$ cat src/rtl/servo_move_sched_if.sv
// Requester handshakes and PWM-side outputs of the servo move scheduler.
interface servo_move_sched_if #(
  parameter int PW_W = 20
);
  logic            req0_valid;
  logic [7:0]      req0_pos;
  logic            req0_ready;
  logic            req1_valid;
  logic [7:0]      req1_pos;
  logic            req1_ready;
  logic [PW_W-1:0] pw_cyc;
  logic            pw_load;
  logic            frame_tick;
  logic            busy;
  logic            done;
  logic            done_id;

  // requesters / observers
  modport master (
    output req0_valid, req0_pos, req1_valid, req1_pos,
    input  req0_ready, req1_ready, pw_cyc, pw_load, frame_tick, busy, done, done_id
  );

  // scheduler
  modport slave (
    input  req0_valid, req0_pos, req1_valid, req1_pos,
    output req0_ready, req1_ready, pw_cyc, pw_load, frame_tick, busy, done, done_id
  );
endinterface

$ cat src/rtl/servo_move_sched.sv
// Servo motion scheduler: arbitrates two move requesters (manual wins), turns an
// 8-bit position into a pulse width and slews toward it by at most STEP per frame.
module servo_move_sched #(
  parameter int FRAME_CYC   = 1_000_000,
  parameter int MIN_PW      = 50_000,
  parameter int MAX_PW      = 100_000,
  parameter int PW_PER_LSB  = 196,
  parameter int STEP        = 500,
  parameter int HOLD_FRAMES = 2,
  parameter int PW_W        = 20
) (
  input  logic               mclk,
  input  logic               reset,
  input  logic               main_program,
  servo_move_sched_if.slave  bus
);

  localparam int CW = (FRAME_CYC > 1) ? $clog2(FRAME_CYC) : 1;
  localparam int HW = $clog2(HOLD_FRAMES + 1);
  localparam logic [PW_W-1:0] PW_RST  = PW_W'((MIN_PW + MAX_PW) / 2);
  localparam logic [PW_W-1:0] PW_STEP = PW_W'(STEP);
  localparam logic [CW-1:0]   CNT_END = CW'(FRAME_CYC - 1);

  typedef enum logic [1:0] {ST_DIS, ST_RDY, ST_MOV, ST_HOLD} state_t;

  state_t          state_q, state_d;
  logic [CW-1:0]   cnt_q, cnt_d;
  logic [PW_W-1:0] pw_q, pw_d, tgt_q, tgt_d, new_tgt, diff;
  logic [HW-1:0]   hold_q, hold_d;
  logic            owner_q, owner_d;
  logic            done_q, done_d;
  logic            pw_load_q;
  logic            tick, rdy, acc0, acc1;
  logic [7:0]      acc_pos;
  logic [16:0]     prod;

  // Handshake and frame strobe; disabling takes priority over any accept
  always_comb begin
    rdy     = (state_q == ST_RDY) && main_program;
    acc1    = rdy && bus.req1_valid;
    acc0    = rdy && bus.req0_valid && !bus.req1_valid;
    tick    = (state_q != ST_DIS) && main_program && (cnt_q == CNT_END);
    acc_pos = acc1 ? bus.req1_pos : bus.req0_pos;
    prod    = 17'(acc_pos) * 17'(PW_PER_LSB);
    new_tgt = PW_W'(MIN_PW) + PW_W'(prod);
    diff    = (tgt_q >= pw_q) ? (tgt_q - pw_q) : (pw_q - tgt_q);
  end

  // Next-state, slew and hold logic
  always_comb begin
    state_d = state_q;
    pw_d    = pw_q;
    tgt_d   = tgt_q;
    hold_d  = hold_q;
    owner_d = owner_q;
    done_d  = 1'b0;
    cnt_d   = cnt_q;
    case (state_q)
      ST_DIS: state_d = ST_RDY;
      ST_RDY: begin
        if (acc0 || acc1) begin
          tgt_d   = new_tgt;
          owner_d = acc1;
          state_d = ST_MOV;
        end
      end
      ST_MOV: begin
        if (tick) begin
          if (diff <= PW_STEP) begin
            pw_d    = tgt_q;
            hold_d  = HW'(HOLD_FRAMES);
            state_d = ST_HOLD;
          end else if (tgt_q > pw_q) begin
            pw_d = pw_q + PW_STEP;
          end else begin
            pw_d = pw_q - PW_STEP;
          end
        end
      end
      ST_HOLD: begin
        if (tick) begin
          hold_d = hold_q - 1'b1;
          if (hold_q == HW'(1)) begin
            done_d  = 1'b1;
            state_d = ST_RDY;
          end
        end
      end
      default: state_d = ST_DIS;
    endcase
    // frame counter restarts from 0 whenever the scheduler is (re)enabled
    if (state_q == ST_DIS || cnt_q == CNT_END) cnt_d = '0;
    else                                       cnt_d = cnt_q + 1'b1;
    // disable aborts any move: width frozen, target snaps to it, no done
    if (!main_program) begin
      state_d = ST_DIS;
      tgt_d   = pw_q;
      hold_d  = '0;
      done_d  = 1'b0;
      cnt_d   = '0;
    end
  end

  // State register; pw_load trails frame_tick by one cycle so pw_cyc is already new
  always_ff @(posedge mclk or negedge reset) begin
    if (!reset) begin
      state_q   <= ST_DIS;
      cnt_q     <= '0;
      pw_q      <= PW_RST;
      tgt_q     <= PW_RST;
      hold_q    <= '0;
      owner_q   <= 1'b0;
      done_q    <= 1'b0;
      pw_load_q <= 1'b0;
    end else begin
      state_q   <= state_d;
      cnt_q     <= cnt_d;
      pw_q      <= pw_d;
      tgt_q     <= tgt_d;
      hold_q    <= hold_d;
      owner_q   <= owner_d;
      done_q    <= done_d;
      pw_load_q <= tick;
    end
  end

  assign bus.req1_ready = rdy;
  assign bus.req0_ready = rdy && !bus.req1_valid;
  assign bus.pw_cyc     = pw_q;
  assign bus.pw_load    = pw_load_q;
  assign bus.frame_tick = tick;
  assign bus.busy       = (state_q == ST_MOV) || (state_q == ST_HOLD);
  assign bus.done       = done_q;
  assign bus.done_id    = owner_q;

endmodule

$ cat src/flat_wrapper.sv
// flat-port wrapper written by rule: the top's interface ports become plain ports
module servo_move_sched_flat 
#(
  parameter int FRAME_CYC   = 1_000_000,
  parameter int MIN_PW      = 50_000,
  parameter int MAX_PW      = 100_000,
  parameter int PW_PER_LSB  = 196,
  parameter int STEP        = 500,
  parameter int HOLD_FRAMES = 2,
  parameter int PW_W        = 20
)
  (mclk, reset, main_program, bus_req0_valid, bus_req0_pos, bus_req1_valid, bus_req1_pos, bus_req0_ready, bus_req1_ready, bus_pw_cyc, bus_pw_load, bus_frame_tick, bus_busy, bus_done, bus_done_id);
  servo_move_sched_if #(.PW_W(PW_W)) bus_i ();
  input  logic mclk;
  input  logic reset;
  input  logic main_program;
  input wire logic [$bits(bus_i.req0_valid)-1:0] bus_req0_valid;
  input wire logic [$bits(bus_i.req0_pos)-1:0] bus_req0_pos;
  input wire logic [$bits(bus_i.req1_valid)-1:0] bus_req1_valid;
  input wire logic [$bits(bus_i.req1_pos)-1:0] bus_req1_pos;
  output wire logic [$bits(bus_i.req0_ready)-1:0] bus_req0_ready;
  output wire logic [$bits(bus_i.req1_ready)-1:0] bus_req1_ready;
  output wire logic [$bits(bus_i.pw_cyc)-1:0] bus_pw_cyc;
  output wire logic [$bits(bus_i.pw_load)-1:0] bus_pw_load;
  output wire logic [$bits(bus_i.frame_tick)-1:0] bus_frame_tick;
  output wire logic [$bits(bus_i.busy)-1:0] bus_busy;
  output wire logic [$bits(bus_i.done)-1:0] bus_done;
  output wire logic [$bits(bus_i.done_id)-1:0] bus_done_id;
  assign bus_i.req0_valid = bus_req0_valid;
  assign bus_i.req0_pos = bus_req0_pos;
  assign bus_i.req1_valid = bus_req1_valid;
  assign bus_i.req1_pos = bus_req1_pos;
  assign bus_req0_ready = bus_i.req0_ready;
  assign bus_req1_ready = bus_i.req1_ready;
  assign bus_pw_cyc = bus_i.pw_cyc;
  assign bus_pw_load = bus_i.pw_load;
  assign bus_frame_tick = bus_i.frame_tick;
  assign bus_busy = bus_i.busy;
  assign bus_done = bus_i.done;
  assign bus_done_id = bus_i.done_id;
  servo_move_sched #(.FRAME_CYC(FRAME_CYC), .MIN_PW(MIN_PW), .MAX_PW(MAX_PW), .PW_PER_LSB(PW_PER_LSB), .STEP(STEP), .HOLD_FRAMES(HOLD_FRAMES), .PW_W(PW_W)) u_core (.mclk(mclk), .reset(reset), .main_program(main_program), .bus(bus_i));
endmodule
$ cat config.mk
export PLATFORM = sky130hd
export DESIGN_NAME = servo_move_sched_flat
export DESIGN_NICKNAME = d
export VERILOG_FILES = /design/src/rtl/servo_move_sched_if.sv /design/src/rtl/servo_move_sched.sv /design/src/flat_wrapper.sv
export SDC_FILE = /design/constraint.sdc
export NUM_CORES = 1
export LEC_CHECK = 0
export BUFFER_PORTS_ARGS = -buffer_cell sky130_fd_sc_hd__clkbuf_2
export CORE_ASPECT_RATIO = 2
export CORE_MARGIN = 10
export CORE_UTILIZATION = 38
export DETAILED_ROUTE_END_ITERATION = 10
export GPL_ROUTABILITY_DRIVEN = 0
export PLACE_DENSITY = 0.6
export RECOVER_POWER = 50
export SKIP_LAST_GASP = 1
export SYNTH_ARGS = -nofsm -noshare
export SYNTH_HDL_FRONTEND = slang
export SYNTH_SLANG_ARGS = --single-unit
$ cat constraint.sdc
create_clock -name mclk -period 13.9 [get_ports mclk]
set_clock_uncertainty 0.05 [all_clocks]
set_input_delay 0 -clock mclk [delete_from_list [all_inputs] [get_ports mclk]]
set_output_delay 0 -clock mclk [all_outputs]
set_load 0.005 [all_outputs]
==> results.py <==
metrics = {
    "drt": {
        "drt_iter0_drc": 285,
        "drc": 0,
        "dr.pass1.iters": 4,
        "avgViaCountPerCell": 5.61,
        "wire_per_inst_um": 18.6,
        "routed-via-count": 6223,
        "drt_wl_total_mm": 20.7,
        "antenna_left": 0,
    },
    "worst_hold_path": {
        "min_path_type": "in2reg",
    },
    "critical_path": {
        "cp-start-kind": "flip-flop",
        "arrival_ns": 5.81,
        "worstPathMaxFanout": 12,
        "endpoint_kind": "flip-flop",
        "cp.required_ns": 14.13,
        "timing_worst_setup_path_type": "reg2reg",
    },
    "placement": {
        "io_buffers": 47,
        "dp_hpwl_mm": 16.3,
    },
    "pwr": {
        "power.density_mw_per_mm2": 181,
        "fin_total_pwr_w": 0.00142,
        "peakVddDrop_v": 0.0000994,
        "leakagePower_nw": 3.53,
    },
    "die": {
        "die_w_um": 117,
        "die-area_sq_mm": 0.0251,
        "initial_core_util_pct": 38.4,
        "core-area_sq_mm": 0.0187,
        "rows": 71,
        "die-height_um": 214,
        "boundaryPins": 48,
    },
    "timing": {
        "slew_violations": 68,
        "rsz0062_at_grt": "false",
        "finalCritPeriodShare_pct": 40.1,
        "slew-limit-headroom_pct": -148,
        "worst_pin_slew_ns": 3.71,
        "setup_viol": 0,
        "setup_tns_ns": 0,
        "fin_crit_ns": 5.58,
        "max_freq_mhz": 179,
        "final-hold-violation-count": 0,
    },
    "cells_and_area": {
        "final_cell_mix": "ha_1, nand2_1, nor2_1",
        "n_antenna_cell": 0,
        "fin_nets": 1002,
        "final_common_cell": "ha_1",
        "area_growth_pct": 9.09,
        "drive_above_1_share_pct": 11.0,
    },
    "global_routing": {
        "grt_pass1_wl_mm": 34.1,
        "grt_max_degree": 68,
        "antenna_found_initial": 0,
        "grt_pass1_vias": 6586,
        "track_usage_pct": 17.2,
        "overflow": 0,
    },
    "clock_tree": {
        "cts_tree": "yes",
        "clock_latency_ns": 0.35,
        "numClockSinks": 67,
        "cts_buffer_depth": 2,
        "h-tree-depth": 3,
        "numCtsBuffers": 9,
        "root_buffer": "clkbuf_16",
        "clk_pin_slew_worst_paths_ns": 0.06,
    },
    "synthesis": {
        "synth_nets": 972,
        "synthAdderAreaFrac_pct": 17.4,
        "synthFlopType": "dfrtp_1",
        "synth_async_sr_flop_share_pct": 100,
        "yosysWarningCount": 0,
        "synth.ff_latch_count": 67,
        "synth_area_sq_mm": 0.00716,
        "synth_simple_gate_area_share_pct": 19.5,
        "synth_cell_types": 78,
        "synth_compound_area_share_pct": 19.9,
        "syn_avg_cell_area_sq_um": 8.37,
        "synth_top_family_by_area": "compound AO/OA/AOI/OAI gates",
        "synth_edf_count": 0,
        "synth_xor_area_share_pct": 8.45,
        "synth_cells": 855,
        "ys_seq_area_share_pct": 23.7,
        "synthMuxAreaShare_pct": 4.74,
    },
    "outcome": {
        "violations": "capacitance limit, slew limit",
        "status": "finished, violations left",
    },
    "job": {
        "max_cap_viol_count": 1,
    },
}
flip-flops by register name, summed over array words and instances, names as in the netlist:
signal	count
u_core.bus.done_id	1
u_core.state_q	2
u_core.bus.pw_load	1
u_core.hold_q	2
u_core.tgt_q	20
u_core.bus.done	1
u_core.cnt_q	20
u_core.bus.pw_cyc	20
layout make-up:
class	count	area [sq um]
Sequential cell	67	1700
Clock buffer	11	253
Timing Repair Buffer	54	275
Multi-Input combinational cell	688	5020
Fill cell	1926	10800
Inverter	65	244
Tap cell	219	274
Clock inverter	5	42.5
where the power goes:
group	switching (W)	internal, W	total [W]	leakage [nW]
Combinational	0.000563	0.000381	0.000944	2.54
Sequential	0.0000210	0.000220	0.000241	0.847
Clock	0.0000988	0.000133	0.000232	0.144
path summary, 6_finish.rpt:
path / from / to / slack [ns] / depth (start not counted)
min: bus_req1_pos[2] / u_core.tgt_q[4] / 0.04 / 3
max in group asynchronous: reset / u_core.bus.pw_cyc[15] / 10.29 / 2
max reg2reg: u_core.bus.pw_cyc[13] / u_core.bus.pw_cyc[19] / 8.32 / 22
min in group asynchronous: reset / u_core.bus.pw_load / 1.43 / 2
max: u_core.bus.pw_cyc[13] / u_core.bus.pw_cyc[19] / 8.32 / 22
min reg2reg: u_core.bus.done_id / u_core.bus.done_id / 0.44 / 2
synth_stat cells (4+ instances only):
cell type | instances | area share (%)
and2_1 | 4 | 0.35
o21ai_0 | 37 | 2.6
a21o_1 | 14 | 1.5
buf_2 | 7 | 0.49
o21bai_1 | 9 | 0.94
a211oi_1 | 5 | 0.52
mux2i_1 | 20 | 2.8
nand4_1 | 12 | 1.0
o221ai_1 | 12 | 1.5
or2_2 | 5 | 0.44
nor3_1 | 15 | 1.0
nor2_1 | 68 | 3.6
xnor2_1 | 40 | 4.9
buf_1 | 5 | 0.26
nor2b_1 | 14 | 1.2
nand2_1 | 69 | 3.6
and3_1 | 13 | 1.1
dfrtp_1 | 51 | 18
o211ai_1 | 8 | 0.84
a2bb2oi_1 | 4 | 0.49
ha_1 | 90 | 16
dfstp_2 | 16 | 5.9
inv_1 | 65 | 3.4
o21a_1 | 7 | 0.73
xor2_1 | 29 | 3.5
a31oi_1 | 10 | 0.87
nand3b_1 | 5 | 0.52
and4_1 | 4 | 0.49
fa_1 | 6 | 1.7
a21oi_1 | 55 | 3.8
nand2b_1 | 16 | 1.4
clkbuf_1 | 15 | 0.79
nand3_1 | 33 | 2.3
o21ai_1 | 15 | 1.0
mux2_2 | 11 | 1.7
cell families after synthesis:
| group | Yosys count |
|---|---|
| buf+inv | 100 |
| flops | 67 |
| simple gates | 276 |
| compound gates | 215 |
| fa+ha+maj | 96 |
| mux | 32 |
| xor+xnor | 69 |
what timing repair did:
item,4_1_cts,5_1_grt
endpoints found under the setup margin,0,0
setup buffers,0,0
hold buffers,2,0
gates resized for setup,0,0
hold endpoints to repair,52,0
per-stage QoR:
step	instances	setup slack (ns)	hold WS (ns)	util [%]	area [sq um]
3_5_place_dp	1091	8.41	0.147	40.3	7510
4_1_cts	1109	8.39	0.0340	42.0	7830
6_report	1109	8.32	0.0409	41.8	7810
3_3_place_gp	1091	8.52	0.143	40.3	7510
5_1_grt	1109	7.79	0.0645	41.8	7810
2_1_floorplan	855	9.15	-0.346	-	7160
critical path, cell delays in order (launching register included):
cell and delay, ns:
dfstp_1 0.60, inv_1 0.08, ha_1 0.44, a21oi_1 0.28, o21ai_1 0.20, o2111ai_1 0.22, inv_1 0.11, a21oi_1 0.13
nor2_1 0.06, buf_4 0.19, inv_1 0.39, ha_1 0.33, a21o_1 0.17, a21oi_1 0.25, o21ai_0 0.26, a31oi_1 0.24
o21ai_0 0.12, o41ai_1 0.44, o21bai_1 0.13, a21oi_1 0.21, xnor2_1 0.10, or4_1 0.40, nand3_1 0.09
layer usage:
metal,track usage (%),share of wire (%)
met5,0,0
met4,10.8,5.3
met3,1.99,2.4
met2,32.9,58
met1,16.4,34
Note: power is estimated with default switching activity, not from simulation.
